--- src/rtl/alu_mdu_ctrl.sv ---
// alu_mdu_ctrl: EX-stage ALU control decoder with an iterative multiply/divide
// unit (MDU) that holds the HI/LO registers and stalls dependent MDU instructions.
module alu_mdu_ctrl #(
   parameter int WIDTH     = 32,
   parameter int ALUCTRL_W = 4,
   parameter bit MDU_EN    = 1'b1
) (
   input  logic                 clk_i,
   input  logic                 reset_i,
   input  logic                 valid_i,
   input  logic [5:0]           opcode_i,
   input  logic [5:0]           funct_i,
   input  logic [1:0]           aluop_i,
   input  logic [WIDTH-1:0]     srca_i,
   input  logic [WIDTH-1:0]     srcb_i,
   output logic [ALUCTRL_W-1:0] alucontrol_o,
   output logic                 illegal_o,
   output logic                 mdu_sel_o,
   output logic [WIDTH-1:0]     mdu_result_o,
   output logic                 mdu_busy_o,
   output logic                 stall_o,
   output logic                 div_zero_o,
   output logic [WIDTH-1:0]     hi_o,
   output logic [WIDTH-1:0]     lo_o
);

   localparam int CNT_W = $clog2(WIDTH);

   localparam logic [3:0] OP_AND  = 4'b0000;
   localparam logic [3:0] OP_OR   = 4'b0001;
   localparam logic [3:0] OP_ADD  = 4'b0010;
   localparam logic [3:0] OP_XOR  = 4'b0011;
   localparam logic [3:0] OP_NOR  = 4'b0100;
   localparam logic [3:0] OP_SLTU = 4'b0101;
   localparam logic [3:0] OP_SUB  = 4'b0110;
   localparam logic [3:0] OP_SLT  = 4'b0111;

   typedef enum logic [1:0] {S_IDLE, S_RUN, S_FIX} state_t;

   state_t             state_q, state_d;
   logic [CNT_W-1:0]   count_q;
   logic [2*WIDTH-1:0] acc_q;     // mult: {partial, multiplier}; div: {remainder, quotient}
   logic [WIDTH-1:0]   opnd_q;    // mult: |multiplicand|; div: |divisor|
   logic [WIDTH-1:0]   hi_q, lo_q;
   logic               is_div_q, neg_q, rsign_q, dz_q;

   logic [3:0] dec_code;
   logic       dec_legal, mdu_class;

   // Decode aluop/opcode/funct; unknown encodings leave code 0000 and legal low.
   always_comb begin
      dec_code  = OP_AND;
      dec_legal = 1'b0;
      mdu_class = 1'b0;
      case (aluop_i)
         2'b00: begin dec_code = OP_ADD; dec_legal = 1'b1; end
         2'b01: begin dec_code = OP_SUB; dec_legal = 1'b1; end
         2'b10: begin
            case (funct_i)
               6'b100000: begin dec_code = OP_ADD;  dec_legal = 1'b1; end
               6'b100010: begin dec_code = OP_SUB;  dec_legal = 1'b1; end
               6'b100100: begin dec_code = OP_AND;  dec_legal = 1'b1; end
               6'b100101: begin dec_code = OP_OR;   dec_legal = 1'b1; end
               6'b100110: begin dec_code = OP_XOR;  dec_legal = 1'b1; end
               6'b100111: begin dec_code = OP_NOR;  dec_legal = 1'b1; end
               6'b101010: begin dec_code = OP_SLT;  dec_legal = 1'b1; end
               6'b101011: begin dec_code = OP_SLTU; dec_legal = 1'b1; end
               6'b011000, 6'b011001, 6'b011010, 6'b011011,
               6'b010000, 6'b010001, 6'b010010, 6'b010011: begin
                  if (MDU_EN) begin
                     dec_code  = OP_ADD;
                     dec_legal = 1'b1;
                     mdu_class = 1'b1;
                  end
               end
               default: ;
            endcase
         end
         2'b11: begin
            case (opcode_i)
               6'b001000: begin dec_code = OP_ADD;  dec_legal = 1'b1; end
               6'b001100: begin dec_code = OP_AND;  dec_legal = 1'b1; end
               6'b001101: begin dec_code = OP_OR;   dec_legal = 1'b1; end
               6'b001110: begin dec_code = OP_XOR;  dec_legal = 1'b1; end
               6'b001010: begin dec_code = OP_SLT;  dec_legal = 1'b1; end
               6'b001011: begin dec_code = OP_SLTU; dec_legal = 1'b1; end
               default: ;
            endcase
         end
         default: ;
      endcase
   end

   // MDU funct sub-decode; only meaningful when mdu_class is high.
   logic f_muldiv, f_div, f_signed, f_mfhi, f_mthi, f_mflo, f_mtlo;
   assign f_muldiv = (funct_i[5:2] == 4'b0110);
   assign f_div    = funct_i[1];
   assign f_signed = ~funct_i[0];
   assign f_mfhi   = (funct_i == 6'b010000);
   assign f_mthi   = (funct_i == 6'b010001);
   assign f_mflo   = (funct_i == 6'b010010);
   assign f_mtlo   = (funct_i == 6'b010011);

   logic busy, accept, start;
   assign busy   = (state_q != S_IDLE);
   assign stall_o = valid_i & mdu_class & busy;
   assign accept = valid_i & mdu_class & ~stall_o & ~reset_i;
   assign start  = accept & f_muldiv;

   // Unsigned ops never see a sign flag, so their magnitudes are the raw operands.
   logic             sa, sb;
   logic [WIDTH-1:0] a_mag, b_mag;
   assign sa    = f_signed & srca_i[WIDTH-1];
   assign sb    = f_signed & srcb_i[WIDTH-1];
   assign a_mag = sa ? -srca_i : srca_i;
   assign b_mag = sb ? -srcb_i : srcb_i;

   // One iteration: shift-add for multiply, restoring subtract for divide.
   logic [WIDTH:0]     mul_sum, div_shift, div_diff;
   logic               div_ge;
   logic [2*WIDTH-1:0] acc_step;
   always_comb begin
      mul_sum   = {1'b0, acc_q[2*WIDTH-1:WIDTH]} + (acc_q[0] ? {1'b0, opnd_q} : '0);
      div_shift = acc_q[2*WIDTH-1:WIDTH-1];
      div_diff  = div_shift - {1'b0, opnd_q};
      div_ge    = ~div_diff[WIDTH];
      if (is_div_q)
         acc_step = {(div_ge ? div_diff[WIDTH-1:0] : div_shift[WIDTH-1:0]),
                     acc_q[WIDTH-2:0], div_ge};
      else
         acc_step = {mul_sum, acc_q[WIDTH-1:1]};
   end

   // Sign correction applied in FIX. A zero divisor keeps the all-ones quotient,
   // and the remainder then restores the original dividend.
   logic [2*WIDTH-1:0] prod_fix;
   logic [WIDTH-1:0]   fix_hi, fix_lo;
   always_comb begin
      prod_fix = neg_q ? -acc_q : acc_q;
      if (is_div_q) begin
         fix_lo = (neg_q & ~dz_q) ? -acc_q[WIDTH-1:0] : acc_q[WIDTH-1:0];
         fix_hi = rsign_q ? -acc_q[2*WIDTH-1:WIDTH] : acc_q[2*WIDTH-1:WIDTH];
      end else begin
         fix_lo = prod_fix[WIDTH-1:0];
         fix_hi = prod_fix[2*WIDTH-1:WIDTH];
      end
   end

   // MDU state register.
   always_ff @(posedge clk_i) begin
      if (reset_i) state_q <= S_IDLE;
      else         state_q <= state_d;
   end

   // MDU next state: IDLE -> RUN for WIDTH steps -> FIX -> IDLE.
   always_comb begin
      state_d = state_q;
      case (state_q)
         S_IDLE:  if (start) state_d = S_RUN;
         S_RUN:   if (count_q == CNT_W'(WIDTH-1)) state_d = S_FIX;
         S_FIX:   state_d = S_IDLE;
         default: state_d = S_IDLE;
      endcase
   end

   // MDU datapath and HI/LO; reset drops any in-flight operation.
   always_ff @(posedge clk_i) begin
      if (reset_i) begin
         count_q  <= '0;
         acc_q    <= '0;
         opnd_q   <= '0;
         hi_q     <= '0;
         lo_q     <= '0;
         is_div_q <= 1'b0;
         neg_q    <= 1'b0;
         rsign_q  <= 1'b0;
         dz_q     <= 1'b0;
      end else begin
         case (state_q)
            S_IDLE: begin
               if (start) begin
                  count_q  <= '0;
                  is_div_q <= f_div;
                  neg_q    <= sa ^ sb;
                  rsign_q  <= sa;
                  dz_q     <= f_div & (srcb_i == '0);
                  if (f_div) begin
                     acc_q  <= {{WIDTH{1'b0}}, a_mag};
                     opnd_q <= b_mag;
                  end else begin
                     acc_q  <= {{WIDTH{1'b0}}, b_mag};
                     opnd_q <= a_mag;
                  end
               end
               if (accept & f_mthi) hi_q <= srca_i;
               if (accept & f_mtlo) lo_q <= srca_i;
            end
            S_RUN: begin
               acc_q   <= acc_step;
               count_q <= count_q + 1'b1;
            end
            S_FIX: begin
               hi_q <= fix_hi;
               lo_q <= fix_lo;
            end
            default: ;
         endcase
      end
   end

   assign alucontrol_o = ALUCTRL_W'(dec_code);
   assign illegal_o    = valid_i & ~dec_legal;
   assign mdu_sel_o    = valid_i & mdu_class & (f_mfhi | f_mflo);
   assign mdu_result_o = ~mdu_sel_o ? '0 : (f_mfhi ? hi_q : lo_q);
   assign mdu_busy_o   = busy;
   assign div_zero_o   = (state_q == S_FIX) & is_div_q & dz_q;
   assign hi_o         = hi_q;
   assign lo_o         = lo_q;

endmodule

--- config.mk ---
export PLATFORM = sky130hd
export DESIGN_NAME = alu_mdu_ctrl
export DESIGN_NICKNAME = d
export VERILOG_FILES = /design/src/rtl/alu_mdu_ctrl.sv
export SDC_FILE = /design/constraint.sdc
export NUM_CORES = 1
export LEC_CHECK = 0
export BUFFER_PORTS_ARGS = -buffer_cell sky130_fd_sc_hd__buf_2
export CELL_PAD_IN_SITES_DETAIL_PLACEMENT = 1
export CELL_PAD_IN_SITES_GLOBAL_PLACEMENT = 1
export CORE_UTILIZATION = 40
export DETAILED_ROUTE_END_ITERATION = 6
export HOLD_SLACK_MARGIN = 0.15
export PLACE_DENSITY = 0.75
export SLEW_MARGIN = 20
export SYNTH_ARGS = -nofsm -noshare
export SYNTH_HDL_FRONTEND = slang
export SYNTH_SLANG_ARGS = --single-unit
--- constraint.sdc ---
create_clock -name clk_i -period 3.9 [get_ports clk_i]
set_clock_uncertainty 0.1 [all_clocks]
set_input_delay 0.585 -clock clk_i [delete_from_list [all_inputs] [get_ports clk_i]]
set_output_delay 0.585 -clock clk_i [all_outputs]
set_load 0.05 [all_outputs]
==> metrics.csv, run 1 <==
stage,metric,value,unit
run_status,outcome,finished clean,
floorplanning,Top Ports,186,
clocking,clk root buf,clkbuf_16,
placed_design,PortBufs,184,
grt,largest net degree at the start of global routing,94,
grt,gr usage total,33.5,%
logic_synthesis,Post-synth EDFFs,0,
logic_synthesis,Yosys top cell by area,dfxtp_1,
grt,initial antenna violation count,0,
placed_design,GP Congestion,0.963,
placed_design,pre-CTS WS,0.0491,ns
clocking,CTS sink count,171,
grt,grt ovf,0,
floorplanning,Die H,196,um
worst_hold_path,worst min-delay path class,reg -> reg,
setup_path,CP max stage delay,0.43,ns
sta,worst setup margin,0.123,ns
power,PD cells,238,mW/mm^2
final_layout,Fillers,4678,
clocking,TritonCTS clock tree,done,
worst_hold_path,Worst Hold Path EP,opnd_q[17],
clocking,deepest clock path buffer count,2,
logic_synthesis,asr flop ratio synth,0,%
final_layout,layout cell share with drive strength beyond 1,16.8,%
clocking,H-tree Lvls,4,
final_layout,"most common cell after layout, fill and taps aside",nor2_1,
setup_path,Setup Crit Path Kind,reg -> reg,
route,DR pass1 iterations,5,
sta,clock period minus worst slack,3.78,ns
logic_synthesis,Synth top area share,22.8,%
power,P_leak,7.89,nW
setup_path,CP max stage cell,dfxtp_1,
floorplanning,die area,0.0383,mm^2
logic_synthesis,Yosys cell types,82,
logic_synthesis,Synth Instances,2042,
route,first-iteration detailed-routing DRC count,1264,
setup_path,Worst R2R Path Depth,15,
setup_path,critical-path maximum fanout,3,
worst_hold_path,WHS Path Cells,2,
route,WL per Instance,24.4,um
placed_design,dpl hpwl,51600,um
logic_synthesis,syn nets,2195,
setup_path,worst r2r src,opnd_q[0],
clocking,Setup Buffers After CTS,0,
floorplanning,core area,0.0368,mm^2
clocking,total CTS buffers,17,
logic_synthesis,"Seq/Total Area, Yosys",22.8,%
final_layout,Area Overhead vs Synth,16.0,%
route,ANT nets after route,0,
setup_path,data required time at the worst endpoint,4.15,ns
final_layout,most frequent cells in the layout,"nor2_1 (271), a21oi_1 (183), buf_2 (183)",
sta,worst slew pin tran,1.04,ns
job,MaxCap Viol Count,0,
route,Vias per Instance,6.22,
worst_hold_path,min-delay src,opnd_q[17],
floorplanning,Initial Util,40.8,%
floorplanning,die width,196,um
setup_path,flop2flop setup slack,0.12,ns
grt,vias in the first global route,16200,
logic_synthesis,Mapped Avg Cell Area,7.34,um^2
logic_synthesis,ys flop type,dfxtp_1,
grt,first-pass GRT wire length,98300,um
route,WL final,65400,um
floorplanning,Rows,70,
sta,final hold violation count,0,
sta,Slew Limit Headroom,30.2,%
final_layout,fin nets,2348,
setup_path,cells along the critical path,"and2_1, ha_1, inv_1, fa_1, nor2b_1, o21bai_1, a31oi_1, a211oi_1, o31a_1, o21a_1, o31ai_2, buf_4, xor2_1, nor3_1, nor4_2",
setup_path,CP Capture Type,flip-flop,
power,peak supply drop,0.297,mV
setup_path,Critical Path Source Type,flip-flop,
sta,Final setup violation count,0,
setup_path,reg2reg end,acc_q[59],
route,number of remaining DRC errors,0,
clocking,"CTS clk-pin slew, worst paths",0.08,ns
sta,crit share post-route,96.8,%
final_layout,"Design Area, Final",0.0174,mm^2
sta,Achievable Freq,0.265,GHz
logic_synthesis,"top cells by area, synth","dfxtp_1 (23%), nor2_1 (6.8%), mux2i_1 (6.7%)",
logic_synthesis,synthesis-stage register bit count,171,
clocking,worst-skew pair later-pin latency,0.46,ns
logic_synthesis,yosys warns,0,
setup_path,CP Data Arrival Time,4.03,ns
placed_design,Post-DP Area,0.0168,mm^2
sta,setup tns final,0,ns
route,routed vias,16700,
logic_synthesis,Mapped Area,0.0150,mm^2
sta,max-slew violation count,0,
-- sequential cells by signal, indices dropped and copies added, names as in the netlist, 2 cells and up --
| register | flops |
|---|---|
| lo_o | 32 |
| count_q | 5 |
| hi_o | 32 |
| acc_q | 64 |
| opnd_q | 32 |
| state_q | 2 |
-- cell usage after synthesis (all sizes together) (12+ instances only) --
cell type  count
a22oi         15
nor2b         21
mux2i        100
ha            70
o211ai        33
or4           17
buf           16
a21oi        186
or3           26
nand2b        20
dfxtp        171
nor2         271
a31oi         25
a221oi        13
o22ai         30
nor3          52
nand3         20
inv           63
a21o          30
o31ai         28
o41ai         13
a211oi       102
nand2        157
nand4         14
nor4          12
xnor2         92
clkbuf       139
o21ai        100
xor2          83
-- worst max-delay path by stage --
stage                          from   endpoint  cells past startpoint  slack [ns]
after floorplan           acc_q[32]  acc_q[63]                     15        0.29
after global routing       acc_q[0]  acc_q[59]                     15       -0.03
final                     opnd_q[0]  acc_q[59]                     15        0.12
after CTS                 acc_q[31]  acc_q[43]                     14        0.07
after detailed placement  acc_q[31]  acc_q[43]                     14        0.05
after global placement    acc_q[31]  acc_q[43]                     14        0.28
-- kinds of logic (layout without fill, tap and decap cells) --
family | Yosys count | in the layout | synth area share [%]
mux | 103 | 103 | 6.90
fa+ha+maj | 73 | 73 | 6.17
flops | 171 | 171 | 22.8
other cells | 1 | 2 | 0.0250
xor+xnor | 175 | 175 | 10.2
compound gates | 640 | 640 | 27.8
buf+inv | 220 | 386 | 5.69
simple gates | 659 | 659 | 20.3
-- routing by layer --
metal / track usage [%] / part of all wire [%]
met3: 3.70 / 6.0
met4: 14.9 / 4.2
met2: 51.5 / 44
met1: 47.0 / 46
met5: 0 / 0
-- cell type report --
class,instances,area [um^2],area share (%)
Antenna cell,1,2.50,0.0144
Multi-Input combinational cell,1651,10800,62.0
Inverter,65,244,1.40
Clock buffer,18,439,2.53
Sequential cell,171,3420,19.7
Clock inverter,14,156,0.899
Timing Repair Buffer,289,1750,10.1
Tap cell,468,586,3.37
-- worst max-delay path: cells and delay by family (launching register included) --
family / cells / cell delay, ns
AOI/OAI and AO/OA: 6 / 1.42
and+or+nand+nor: 4 / 0.71
adders and majority gates: 2 / 0.61
DFF: 1 / 0.43
buffers and inverters: 2 / 0.25
xor gates and xnor gates: 1 / 0.15
-- stage by stage --
step                hold WS, ns  total power [mW]  utilization (%)  std cells
global route              0.386              4.25             47.3       2676
finish                    0.356              4.13             47.3       2677
global placement          0.343              2.37             45.6       2644
floorplan                 0.332              2.13                -       2042
detailed placement        0.349              2.38             45.6       2644
CTS                       0.361              4.13             47.2       2676
-- where the power goes --
part	total [mW]	switching [mW]	internal, mW
logic	0.609	0.418	0.192
registers	1.75	0.00467	1.75
clock network	1.77	0.897	0.876
total	4.13	1.32	2.82
-- timing repair --
action / in CTS / in global routing
hold buffers: 0 / 0
endpoints found under the hold margin: 0 / 0
endpoints found under the setup margin: 1 / 9
gates resized for setup: 1 / 6
(Power assumes the default switching activity.)
==> run 2, diff against run 1 <==
- CELL_PAD_IN_SITES_DETAIL_PLACEMENT: 1 -> default
- CELL_PAD_IN_SITES_GLOBAL_PLACEMENT: 1 -> default
- CORE_UTILIZATION: 40 -> 30
- PLACE_DENSITY: 0.75 -> 0.44
==> run 2 against run 1 <==
Combinational power increased by 5.1%. Utilization decreased by 11 points. Sequential cell count unchanged. Critical path type unchanged. Critical endpoint unchanged. Highest routed layer unchanged.
==> metrics.csv, run 2 (synthesized netlist as in run 1, its figures left out) <==
stage,metric,value,unit
final_layout,Area Overhead vs Synth,19.5,%
setup_path,data required time at the worst endpoint,4.17,ns
route,first-iteration detailed-routing DRC count,1423,
sta,crit share post-route,95.5,%
clocking,"CTS clk-pin slew, worst paths",0.08,ns
setup_path,critical path's top delay family,compound AO/OA/AOI/OAI gates,
final_layout,Top reg by flops,acc_q,
power,switching share of power,31.4,%
power,PD cells,234,mW/mm^2
job,MaxCap Viol Count,0,
placed_design,pre-CTS WS,-0.0550,ns
route,routed vias,16200,
grt,vias in the first global route,14700,
setup_path,Critical Path Source Type,flip-flop,
final_layout,multi-input logic area,0.0108,mm^2
setup_path,CP Data Arrival Time,4.00,ns
final_layout,fin nets,2385,
route,WL per Instance,22.4,um
setup_path,CP max stage cell,fa_1,
sta,clock period minus worst slack,3.72,ns
sta,unrepaired setup endpoints after global routing,false,
sta,worst slew pin tran,1.09,ns
setup_path,crit path buf inv count,3,
final_layout,final cell count without fillers,2912,
sta,hold slack,0.356,ns
setup_path,CP max stage delay,0.42,ns
sta,worst setup margin,0.177,ns
floorplanning,die width,226,um
power,Comb power frac,15.2,%
clocking,deepest clock path buffer count,2,
final_layout,"most common cell after layout, fill and taps aside",nor2_1,
power,P_leak,8.05,nW
route,ANT nets after route,0,
sta,Final setup violation count,0,
power,internal power,2.88,mW
clocking,total CTS buffers,17,
floorplanning,Top Ports,186,
floorplanning,core area,0.0492,mm^2
setup_path,CP Capture Type,flip-flop,
grt,initial antenna violation count,1,
setup_path,Setup Crit Path Kind,reg -> reg,
placed_design,Post-DP Area,0.0172,mm^2
grt,first-pass GRT wire length,95500,um
route,DR pass1 iterations,5,
grt,largest net degree at the start of global routing,92,
route,WL final,65300,um
floorplanning,Rows,81,
power,register share of total power,41.7,%
floorplanning,Initial Util,30.5,%
final_layout,most frequent cells in the layout,"nor2_1 (271), a21oi_1 (184), buf_2 (183)",
clocking,CTS Hold Bufs,0,
setup_path,Worst Setup SP,acc_q[0],
setup_path,critical-path maximum fanout,4,
grt,grt ovf,0,
floorplanning,Die H,226,um
final_layout,Fillers,5233,
run_status,outcome,finished clean,
floorplanning,die area,0.0509,mm^2
sta,max-slew violation count,0,
sta,Achievable Freq,0.269,GHz
route,Vias per Instance,5.56,
placed_design,dpl hpwl,51500,um
placed_design,dpl cells,2873,
clocking,CTS sink count,171,
clocking,clk root buf,clkbuf_16,
clocking,TritonCTS clock tree,done,
setup_path,Crit path top cell by count,buf_4,
worst_hold_path,min-delay src,opnd_q[4],
final_layout,layout cell share with drive strength beyond 1,18.2,%
sta,final hold violation count,0,
placed_design,GP Congestion,0.899,
clocking,worst-skew pair later-pin latency,0.47,ns
power,P_sw,1.32,mW
worst_hold_path,worst min-delay path class,reg -> reg,
sta,Slew Limit Headroom,27.3,%
final_layout,Largest register FFs,64,
clocking,H-tree Lvls,4,
route,number of remaining DRC errors,0,
sta,setup tns final,0,ns
setup_path,worst r2r src,acc_q[0],
placed_design,PortBufs,184,
grt,gr usage total,25.2,%
setup_path,cells along the critical path,"buf_4, and2_1, ha_1, inv_1, fa_1, nor2b_2, o21bai_1, a31oi_2, a211oi_1, o31a_1, o21a_1, o31ai_2, buf_4, xor2_1, nor3_1, nor4_1",
power,peak supply drop,0.352,mV
final_layout,Seq. cell area,0.00342,mm^2
power,Clock Power Share,43.1,%
final_layout,"Design Area, Final",0.0179,mm^2
## run 2: cell types whose count changed in the layout (fill, tap and decap cells not counted), sizes merged
| cell | change |
|---|---|
| clkbuf | +1 |
| diode | +2 |
| buf | +37 |
| bufinv | +1 |
| clkinvlp | +3 |
| clkinv | -5 |
## run 2: power groups by stage
stage | combinational [mW] | clock [mW] | sequential [mW]
after detailed placement | 0.611 | 0 | 1.79
after global placement | 0.609 | 0 | 1.79
after global routing | 0.684 | 1.89 | 1.75
after CTS | 0.617 | 1.82 | 1.75
after floorplan | 0.341 | 0 | 1.79
final | 0.640 | 1.81 | 1.75
## run 2: layer usage
metal  track usage (%)  wire (um)  vias to the layer above
li1                  -          -                     7803
met1              37.8      32200                     7755
met2              37.6      27600                      556
met4              8.32       1830                        0
met3              1.99       3630                       67
met5                 0          0                        -
## run 2: area by class of cell
type,instances,share of cell area (%)
multi-input cells,1651,60.3
flip-flops and latches,171,19.1
repair buffers,326,11.3
well taps,664,4.64
clock buffers,19,2.47
inverters,65,1.36
clock inverters,13,0.754
diodes,3,0.0419
## run 2: tightest hold or removal path, cell delays in order (launching register included)
cell and delay, ns:
dfxtp_1 0.31, nand2_1 0.05, a21oi_1 0.05
## run 2: per-stage QoR
stage	utilization, %	total power, mW
6_report	36.5	4.20
5_1_grt	36.4	4.33
4_1_cts	36.3	4.19
3_5_place_dp	35.1	2.40
3_3_place_gp	35.1	2.40
2_1_floorplan	-	2.13
## run 2: timing repair
action	CTS	global route
pin swaps	0	2
gates resized for setup	2	7
setup endpoints to repair	8	8
setup buffers	0	4
## run 2: worst paths after layout
kind / slack (ns) / to / cells past startpoint
setup / recovery: 0.18 / acc_q[59] / 16
hold / removal: 0.36 / opnd_q[4] / 2
setup reg to reg: 0.18 / acc_q[59] / 16
hold reg to reg: 0.36 / opnd_q[4] / 2
==> run 3, diff against run 2 <==
- BUFFER_PORTS_ARGS: -buffer_cell sky130_fd_sc_hd__buf_2 -> default
- DONT_BUFFER_PORTS: default -> 1
- MAX_ROUTING_LAYER: default -> met4
- PLACE_DENSITY: 0.44 -> 0.41
==> run 3 against run 2 <==
Register-to-register slack lost 0.05 ns. Critical path depth shrank 7. Sequential cell count is the same. Maximum frequency shrank 1.2%. Sequential share of layout area grew 0.14 points. Die area is the same. Wire length grew 2.6%. Total power shrank 2.6%. Worst hold slack lost 0.13 ns. Worst setup slack lost 0.046 ns. Critical path type unchanged.
==> metrics.csv, run 3 (synthesized netlist as in run 1, its figures left out) <==
stage,metric,value,unit
setup_path,worst r2r src,acc_q[17],
setup_path,critical-path maximum fanout,13,
grt,met3 GRT Util,4.51,%
final_layout,"most common cell after layout, fill and taps aside",nor2_1,
clocking,total CTS buffers,17,
power,total power,4.09,mW
setup_path,data required time at the worst endpoint,4.23,ns
setup_path,CP max stage cell,dlygate4sd3_1,
clocking,worst-skew pair later-pin latency,0.50,ns
final_layout,Layout Utilization,36.2,%
setup_path,flop2flop setup slack,0.13,ns
clocking,CTS sink count,171,
power,P_leak,7.68,nW
grt,largest net degree at the start of global routing,97,
setup_path,cells along the critical path,"or4_4, or4_4, or4_4, or2_4, nand2_4, o21ai_1, and3_1, a2111oi_2, dlygate4sd3_1",
sta,max-slew violation count,0,
final_layout,Top reg by flops,acc_q,
sta,unrepaired setup endpoints after global routing,false,
worst_hold_path,min-delay src,srca_i[10],
sta,crit share post-route,96.7,%
final_layout,layout cell share with drive strength beyond 1,11.1,%
power,PD cells,230,mW/mm^2
route,WL final,67000,um
setup_path,Worst R2R Path Depth,9,
grt,initial antenna violation count,1,
worst_hold_path,WHS Path Cells,2,
final_layout,# diodes,0,
grt,vias in the first global route,14600,
worst_hold_path,worst min-delay path class,in -> reg,
setup_path,CP Capture Type,flip-flop,
route,ANT nets after route,0,
route,routed vias,15900,
setup_path,reg2reg end,hi_o[8],
worst_hold_path,Worst Hold Path EP,hi_o[10],
floorplanning,Top Ports,186,
clocking,clk root buf,clkbuf_16,
floorplanning,core area,0.0492,mm^2
grt,GRT busiest layer,met2,
placed_design,dpl hpwl,51600,um
final_layout,Largest register FFs,64,
placed_design,GP Congestion,0.907,
grt,grt ovf,0,
route,number of remaining DRC errors,0,
grt,M2 GR Usage,38.5,%
floorplanning,die area,0.0509,mm^2
job,MaxCap Viol Count,0,
final_layout,Fillers,5315,
setup_path,CP Data Arrival Time,4.10,ns
clocking,H-tree Lvls,4,
clocking,"CTS clk-pin slew, worst paths",0.07,ns
route,Vias per Instance,5.69,
setup_path,Setup Crit Path Kind,reg -> reg,
grt,first-pass GRT wire length,96700,um
sta,final hold violation count,0,
sta,clock period minus worst slack,3.77,ns
floorplanning,Die H,226,um
route,DR pass1 iterations,5,
power,peak supply drop,0.404,mV
setup_path,CP max stage delay,0.58,ns
final_layout,fin nets,2266,
sta,Achievable Freq,0.265,GHz
setup_path,Critical Path Source Type,flip-flop,
clocking,deepest clock path buffer count,2,
floorplanning,Initial Util,30.5,%
final_layout,most frequent cells in the layout,"nor2_1 (271), a21oi_1 (184), dfxtp_1 (169)",
placed_design,PortBufs,0,
floorplanning,Rows,81,
floorplanning,die width,226,um
sta,setup tns final,0,ns
final_layout,Area Overhead vs Synth,18.7,%
sta,Slew Limit Headroom,33.1,%
setup_path,Crit path top cell by count,or4_4,
sta,worst slew pin tran,1.00,ns
grt,gr usage total,26.6,%
sta,Final setup violation count,0,
grt,GR Util met1,37.2,%
route,first-iteration detailed-routing DRC count,1247,
route,WL per Instance,24.0,um
run_status,outcome,finished clean,
clocking,TritonCTS clock tree,done,
## run 3: routing by layer
metal / wire length, um / up-vias
li1: - / 7544
met1: 31800 / 7765
met2: 29000 / 520
met3: 4500 / 54
met4: 1630 / 0
met5: 0 / -
## run 3: worst max-delay path by stage
stage,end,startpoint,slack [ns]
2_1_floorplan,acc_q[63],acc_q[32],0.29
3_3_place_gp,acc_q[38],acc_q[31],-0.25
3_5_place_dp,acc_q[38],acc_q[31],-0.22
4_1_cts,acc_q[59],acc_q[31],0.00001
5_1_grt,hi_o[8],acc_q[17],0.01
6_report,hi_o[8],acc_q[17],0.13
## run 3: layout make-up
| cell class | count | area [um^2] | area share, % |
|---|---|---|---|
| Inverter | 65 | 244 | 1.37 |
| Tap cell | 664 | 831 | 4.67 |
| Clock inverter | 13 | 156 | 0.879 |
| Timing Repair Buffer | 207 | 1880 | 10.6 |
| Multi-Input combinational cell | 1651 | 10800 | 60.8 |
| Sequential cell | 171 | 3430 | 19.3 |
| Clock buffer | 19 | 433 | 2.43 |
## run 3: repair_timing
| item | in CTS | in global routing |
|---|---|---|
| buffers inserted | 0 | 3 |
| hold buffers | 63 | 0 |
| pin swaps | 0 | 1 |
| setup endpoints to repair | 6 | 29 |
| hold endpoints to repair | 129 | 0 |
| resized for setup | 3 | 16 |
## run 3: critical path, delay by kind of cell, from the launching register on
family          cells  cell delay (ns)
flops               1             0.32
compound gates      2             0.48
simple gates        6             2.23
buf+inv             1             0.58
## run 3: through the flow
stage                     cell area [um^2]  worst slack, ns  cells  hold WS, ns
after floorplan                      15000            0.293   2042        0.332
after global placement               16400           -0.252   2692        0.340
after detailed placement             16400           -0.222   2692        0.344
after CTS                            17700       0.00000977   2787        0.159
after global routing                 17800           0.0106   2790        0.195
final                                17800            0.131   2790        0.223
## run 3: where the power goes
group / switching (mW) / internal (mW)
sequential: 0.00680 / 1.75
clock: 0.875 / 0.961
combinational: 0.319 / 0.185
total: 1.20 / 2.89
